$ cat src/rtl/wb_pkg.sv
// Shared definitions for the two-master Wishbone arbiter.
//   - Owner/state encoding, identical to the one-hot grant_o value
//     (IDLE = 00, OWN0 = 01, OWN1 = 10).
//   - Wishbone byte-select width.
package wb_pkg;

    localparam logic [1:0] ST_IDLE = 2'b00;
    localparam logic [1:0] ST_OWN0 = 2'b01;
    localparam logic [1:0] ST_OWN1 = 2'b10;

    localparam int SEL_WIDTH = 4;

endpackage

$ cat src/rtl/wb_watchdog.sv
// Per-transfer bus watchdog.
// Counts cycles in which the bus owner holds STB with no slave response. When
// the count reaches TIMEOUT it raises err_o for one cycle and starts over.
// A slave response in that same cycle wins, and err_o stays low.
// TIMEOUT = 0 disables the watchdog.
//
// Ports:
//   clk_i   in  system clock
//   rst_i   in  synchronous reset, active-high
//   clear_i in  bus idle (no owner); holds the counter at zero
//   stb_i   in  strobe of the current owner
//   resp_i  in  any slave response (ACK | ERR | RTY)
//   err_o   out one-cycle timeout pulse
module wb_watchdog #(
    parameter int TIMEOUT  = 255,
    parameter int TO_WIDTH = 8
) (
    input  logic clk_i,
    input  logic rst_i,
    input  logic clear_i,
    input  logic stb_i,
    input  logic resp_i,
    output logic err_o
);

    localparam logic [TO_WIDTH-1:0] LIMIT   = TO_WIDTH'(TIMEOUT);
    localparam bit                  ENABLED = (TIMEOUT != 0);

    logic [TO_WIDTH-1:0] count;

    assign err_o = ENABLED && stb_i && !clear_i && !resp_i && (count == LIMIT);

    // NOTE: sequential state is always written with non-blocking (<=) so every
    // flop samples its inputs from before the edge, whatever the block order.
    always_ff @(posedge clk_i) begin
        if (rst_i || !ENABLED || clear_i || !stb_i || resp_i || err_o)
            count <= '0;
        else
            count <= count + TO_WIDTH'(1);
    end

endmodule

$ cat src/rtl/wb_arbiter_2m_1s.sv
// Two-master / one-slave Wishbone arbiter.
// Round-robin grant. The grant is held for the whole bus cycle (CYC high), and
// every ownership change passes through one IDLE cycle. The slave side is a
// combinational mux driven by the registered owner. A watchdog answers a silent
// slave with ERR to the owning master.
//
// Ports:
//   clk_i, rst_i                     clock, synchronous active-high reset
//   mN_addr_i/data_i/sel_i/we_i      master N request (N = 0, 1)
//   mN_cyc_i, mN_stb_i               master N cycle / strobe
//   mN_data_o                        read data (s_data_i, qualify with ACK)
//   mN_ack_o/err_o/rty_o             responses, only to the current owner
//   s_addr_o/data_o/sel_o/we_o       request to slave side
//   s_cyc_o, s_stb_o                 slave cycle / strobe
//   s_data_i, s_ack_i/err_i/rty_i    slave read data and responses
//   grant_o                          one-hot owner, 00 = idle
import wb_pkg::*;

module wb_arbiter_2m_1s #(
    parameter int ADDR_WIDTH = 32,
    parameter int DATA_WIDTH = 32,
    parameter int TIMEOUT    = 255,
    parameter int TO_WIDTH   = 8
) (
    input  logic                  clk_i,
    input  logic                  rst_i,

    input  logic [ADDR_WIDTH-1:0] m0_addr_i,
    input  logic [DATA_WIDTH-1:0] m0_data_i,
    output logic [DATA_WIDTH-1:0] m0_data_o,
    input  logic                  m0_cyc_i,
    input  logic                  m0_stb_i,
    input  logic                  m0_we_i,
    input  logic [SEL_WIDTH-1:0]  m0_sel_i,
    output logic                  m0_ack_o,
    output logic                  m0_err_o,
    output logic                  m0_rty_o,

    input  logic [ADDR_WIDTH-1:0] m1_addr_i,
    input  logic [DATA_WIDTH-1:0] m1_data_i,
    output logic [DATA_WIDTH-1:0] m1_data_o,
    input  logic                  m1_cyc_i,
    input  logic                  m1_stb_i,
    input  logic                  m1_we_i,
    input  logic [SEL_WIDTH-1:0]  m1_sel_i,
    output logic                  m1_ack_o,
    output logic                  m1_err_o,
    output logic                  m1_rty_o,

    output logic [ADDR_WIDTH-1:0] s_addr_o,
    output logic [DATA_WIDTH-1:0] s_data_o,
    input  logic [DATA_WIDTH-1:0] s_data_i,
    output logic                  s_cyc_o,
    output logic                  s_stb_o,
    output logic                  s_we_o,
    output logic [SEL_WIDTH-1:0]  s_sel_o,
    input  logic                  s_ack_i,
    input  logic                  s_err_i,
    input  logic                  s_rty_i,

    output logic [1:0]            grant_o
);

    logic [1:0] state, state_nxt;
    // 0 = master 0 was granted last, 1 = master 1 was granted last.
    logic       last_owner, last_owner_nxt;
    logic       own0, own1;
    logic       owner_cyc, owner_stb;
    logic       resp_any;
    logic       wd_err;

    // NOTE: every signal assigned in always_comb gets a default first, so no
    // path through the case can leave it unassigned and infer a latch.
    always_comb begin
        state_nxt      = state;
        last_owner_nxt = last_owner;
        case (state)
            ST_IDLE: begin
                if (m0_cyc_i && m1_cyc_i)
                    state_nxt = last_owner ? ST_OWN0 : ST_OWN1;
                else if (m0_cyc_i)
                    state_nxt = ST_OWN0;
                else if (m1_cyc_i)
                    state_nxt = ST_OWN1;
                if (state_nxt == ST_OWN0) last_owner_nxt = 1'b0;
                if (state_nxt == ST_OWN1) last_owner_nxt = 1'b1;
            end
            ST_OWN0: if (!m0_cyc_i) state_nxt = ST_IDLE;
            ST_OWN1: if (!m1_cyc_i) state_nxt = ST_IDLE;
            default: state_nxt = ST_IDLE;
        endcase
    end

    always_ff @(posedge clk_i) begin
        if (rst_i) begin
            state      <= ST_IDLE;
            last_owner <= 1'b1;     // master 0 wins the first tie
        end else begin
            state      <= state_nxt;
            last_owner <= last_owner_nxt;
        end
    end

    assign own0      = (state == ST_OWN0);
    assign own1      = (state == ST_OWN1);
    assign grant_o   = state;
    assign owner_cyc = (own0 & m0_cyc_i) | (own1 & m1_cyc_i);
    assign owner_stb = (own0 & m0_stb_i) | (own1 & m1_stb_i);
    assign resp_any  = s_ack_i | s_err_i | s_rty_i;

    // Address, data and sel are don't-care when idle, so master 0 is the
    // default leg. WE is forced low when idle, so the slave sees no write.
    assign s_addr_o = own1 ? m1_addr_i : m0_addr_i;
    assign s_data_o = own1 ? m1_data_i : m0_data_i;
    assign s_sel_o  = own1 ? m1_sel_i  : m0_sel_i;
    assign s_we_o   = (own0 & m0_we_i) | (own1 & m1_we_i);
    assign s_cyc_o  = owner_cyc;
    // Strobe is withdrawn in the timeout cycle so the dead transfer ends.
    assign s_stb_o  = owner_stb & ~wd_err;

    // Responses go only to the owner. Anything arriving in IDLE is dropped.
    assign m0_data_o = s_data_i;
    assign m1_data_o = s_data_i;
    assign m0_ack_o  = own0 & s_ack_i;
    assign m0_err_o  = own0 & (s_err_i | wd_err);
    assign m0_rty_o  = own0 & s_rty_i;
    assign m1_ack_o  = own1 & s_ack_i;
    assign m1_err_o  = own1 & (s_err_i | wd_err);
    assign m1_rty_o  = own1 & s_rty_i;

    wb_watchdog #(
        .TIMEOUT  (TIMEOUT),
        .TO_WIDTH (TO_WIDTH)
    ) u_watchdog (
        .clk_i   (clk_i),
        .rst_i   (rst_i),
        .clear_i (state == ST_IDLE),
        .stb_i   (owner_stb),
        .resp_i  (resp_any),
        .err_o   (wd_err)
    );

endmodule

$ cat config.mk
export PLATFORM = sky130hd
export DESIGN_NAME = wb_arbiter_2m_1s
export DESIGN_NICKNAME = d
export VERILOG_FILES = /design/src/rtl/wb_pkg.sv /design/src/rtl/wb_watchdog.sv /design/src/rtl/wb_arbiter_2m_1s.sv
export SDC_FILE = /design/constraint.sdc
export NUM_CORES = 1
export LEC_CHECK = 0
export CAP_MARGIN = 20
export CORE_AREA = 4 4 124 126
export CTS_BUF_LIST = sky130_fd_sc_hd__clkbuf_16
export CTS_CLUSTER_DIAMETER = 120
export DETAILED_ROUTE_END_ITERATION = 8
export DIE_AREA = 0 0 128 130
export HOLD_SLACK_MARGIN = 0.05
export RECOVER_POWER = 50
export SLEW_MARGIN = 20
export SYNTH_ARGS = -nofsm -noshare
export SYNTH_HDL_FRONTEND = slang
export SYNTH_SLANG_ARGS = --single-unit
$ cat constraint.sdc
create_clock -name clk_i -period 1.5 [get_ports clk_i]
set_input_delay 0.225 -clock clk_i [delete_from_list [all_inputs] [get_ports clk_i]]
set_output_delay 0.225 -clock clk_i [all_outputs]
set_load 0.01 [all_outputs]
==> results of run 1 <==
cells in the mapped netlist, drive strengths merged:
library cell / n / area share [%]
a2111o: 1 / 1.1
a211oi: 2 / 1.3
a21bo: 1 / 0.51
a21boi: 1 / 0.38
a21oi: 1 / 0.25
a22o: 2 / 0.89
a31oi: 1 / 0.32
and2: 4 / 1.3
buf: 70 / 26
clkbuf: 12 / 2.3
dfxtp: 11 / 11
ha: 2 / 1.3
inv: 1 / 0.19
mux2i: 1 / 0.51
nand2: 210 / 40
nand2b: 2 / 0.64
nand3: 4 / 1.0
nand3b: 2 / 0.76
nor2: 2 / 0.38
nor2b: 2 / 0.64
nor3: 7 / 2.8
nor3b: 1 / 0.64
o21ai: 7 / 1.8
o31ai: 1 / 0.38
or3: 3 / 1.2
or4: 2 / 0.95
xnor2: 1 / 0.45
xor2: 2 / 0.89
cell type report:
type                    count  area [um^2]  share of cell area (%)
multi-input cells         262         1750                    31.8
flip-flops and latches     11          236                    4.30
repair buffers            311         3200                    58.2
clock inverters             1         3.75                  0.0682
inverters                   1         3.75                  0.0682
clock buffers               3         75.1                    1.36
well taps                 184          230                    4.19
layer usage:
metal | GRT usage (%) | wire, um
met3 | 4.30 | 1290
met5 | 0 | 0
met1 | 14.3 | 4400
met2 | 21.4 | 5830
met4 | 2.56 | 238
layout by cell type, fill, tap and decap left out, types with 3 or more instances in the layout:
cell	n
buf_12	14
buf_16	6
buf_2	51
buf_4	26
buf_6	58
buf_8	7
clkbuf_16	7
clkdlybuf4s50_1	141
dfxtp_1	4
dfxtp_2	4
dfxtp_4	3
dlygate4sd2_1	4
nand2_1	89
nand2_2	86
nand2_4	35
nand3_1	3
nor3_2	6
o21ai_0	3
o21ai_2	3
power by group through the flow:
stage	registers [mW]	clock network [mW]	logic [mW]
final	0.308	0.478	1.70
after global routing	0.309	0.512	1.81
after CTS	0.310	0.500	1.57
after detailed placement	0.316	0	1.25
after global placement	0.315	0	1.24
after floorplan	0.313	0	0.561
logic make-up after synthesis:
family,share of synthesized area [%]
AO/OA/AOI/OAI,6.87
XOR/XNOR,1.34
adder cells (fa/ha/maj),1.27
buffers and inverters,28.4
flip-flops,11.2
multiplexers,0.509
AND/OR/NAND/NOR,50.4
repair_timing:
item                       in CTS  in global routing
hold buffers                    0                  0
gates resized for setup       448                151
cloned                         12                  5
setup buffers                  42                 13
pin swaps                      61                106
setup endpoints to repair      88                 86
registers in the layout (all words and copies together), names as in the netlist:
signal / cells
u_watchdog.count: 8
last_owner: 1
grant_o: 2
metrics by stage:
| stage | cells | hold WS (ns) | setup TNS [ns] |
|---|---|---|---|
| floorplan | 356 | 0.302 | -0.167 |
| global placement | 711 | 0.411 | -23.79 |
| detailed placement | 711 | 0.422 | -25.64 |
| CTS | 769 | 0.450 | -14.94 |
| global route | 773 | 0.450 | -15.17 |
| finish | 773 | 0.450 | -10.41 |
final timing paths:
check	end	slack, ns	depth (start not counted)
max	s_stb_o	-0.29	5
min	m0_data_o[24]	0.45	0
max reg2reg	u_watchdog.count[5]	-0.12	5
min reg2reg	grant_o[1]	0.48	1
==> run metrics, run 1 <==
CTS tree=built; worst r2r src=grant_o[1]; drt total wl=11.8 mm; fmax=approximately 560 MHz; fin crit period=1.79 ns; Flop pwr share=approximately 12%; Die W=between 100 and 150 um; Via-to-Cell Ratio=4.00; CP Buf/Inv Count=2; RSZ-0062 raised after global routing=true; outcome=finished, violations left; IO Port Bufs=~230; post-placement cell area=approximately 4200 um^2; # Max-Cap Violations=0; Req. time, crit path=1.27 ns; DRT antenna net count=0; worst-margin pin slew=0.260 ns; Area Growth Syn to Fin=180%; Layout Nets=roughly 770; Max Slew Vio Count=0; Synth Cell Area=between 1500 and 2000 um^2; Pwr Density=around 450 nW/um^2; Mapped Cells=~360; CP top delay family=simple AND/OR/NAND/NOR gates; Power Total=between 2 and 2.5 mW; row count=44; fin area=between 5000 and 6000 um^2; CP max FO=3; Min-Delay Path Class=primary input to primary output; HPWL after DPL=~7.3 mm; final core utilization=approximately two fifths; CTS buffer count=3; crit path from=s_ack_i; Worst EP arrival=between 1.5 and 2 ns; P_int=roughly 1.7 mW; Syn Nets=537; Slew headroom=around 82%; Setup Skew=between 0.0007 and 0.0008 ns; total number of vias=a little over 3k; crit end category=primary output; layout cells sized above 1=a little under three fifths; VDD IR-drop max=around 0.00028 V; pre-CTS setup slack=-0.950 ns; failing checks=negative setup slack; CP Class=primary input to primary output; min-delay src=s_data_i[24]; NetSw=0.818 mW; switching share of power=about 33%; Die ar.=approximately 17,000 um^2; period utilization=119%; power share of the clock group=~19%; chip height=roughly 130 um; Synth Area per Inst=approximately 5.5 um^2; critical-path cell list=buf_2 -> or3_4 -> or4_4 -> a21boi_2 -> buf_2; Initial Util=between 10 and 15%; Placer Congestion=around 0.75; final setup fails=83; fin worst setup slack=-0.290 ns; GRT Util Overall=12.2%; drt drc=0; number of fillers in the final layout=between 1k and 1.5k; Pre-antenna DRT Iters=4; Largest stage delay, worst path=approximately 0.53 ns; Ys Warns=0; vias in the first global route=3,076; Ports=between 300 and 400; insertion delay to the later sink of the worst-skew pair=0.24 ns; post-synthesis sequential element count=11; largest net degree at the start of global routing=21; library cells used by synthesis=34; initial antenna violation count=0; Comb power frac=between 60 and 70%; Fin. Hold Viols=0; CP startpoint kind=primary input; initial drt markers=77; sequential cell area fraction in the yosys report=between 10% and 20%; Core ar.=about 14,000 um^2; leak pwr=around 2.6 nW; Slowest-stage cell, CP=or4_4; total grt overflow=0; Max Buffers Root-to-Sink=2; first-pass GRT wire length=about 16 mm; number of diodes=0; Most common cell on crit path=buf_2; WL per Instance=roughly 15 um; CTS sink cnt=11; Root Driver=clkbuf_16; htree depth=1
Power figures use the tool's default switching activity.
==> run 2: changes to the inputs <==
--- a/config.mk
+++ b/config.mk
@@ -13,7 +13,7 @@
 export DIE_AREA = 0 0 128 130
 export HOLD_SLACK_MARGIN = 0.05
 export RECOVER_POWER = 50
-export SLEW_MARGIN = 20
+export SLEW_MARGIN = 25
 export SYNTH_ARGS = -nofsm -noshare
 export SYNTH_HDL_FRONTEND = slang
 export SYNTH_SLANG_ARGS = --single-unit
==> results of run 2 <==
No change in the layout: final DEF, timing and power equal those of run 1.
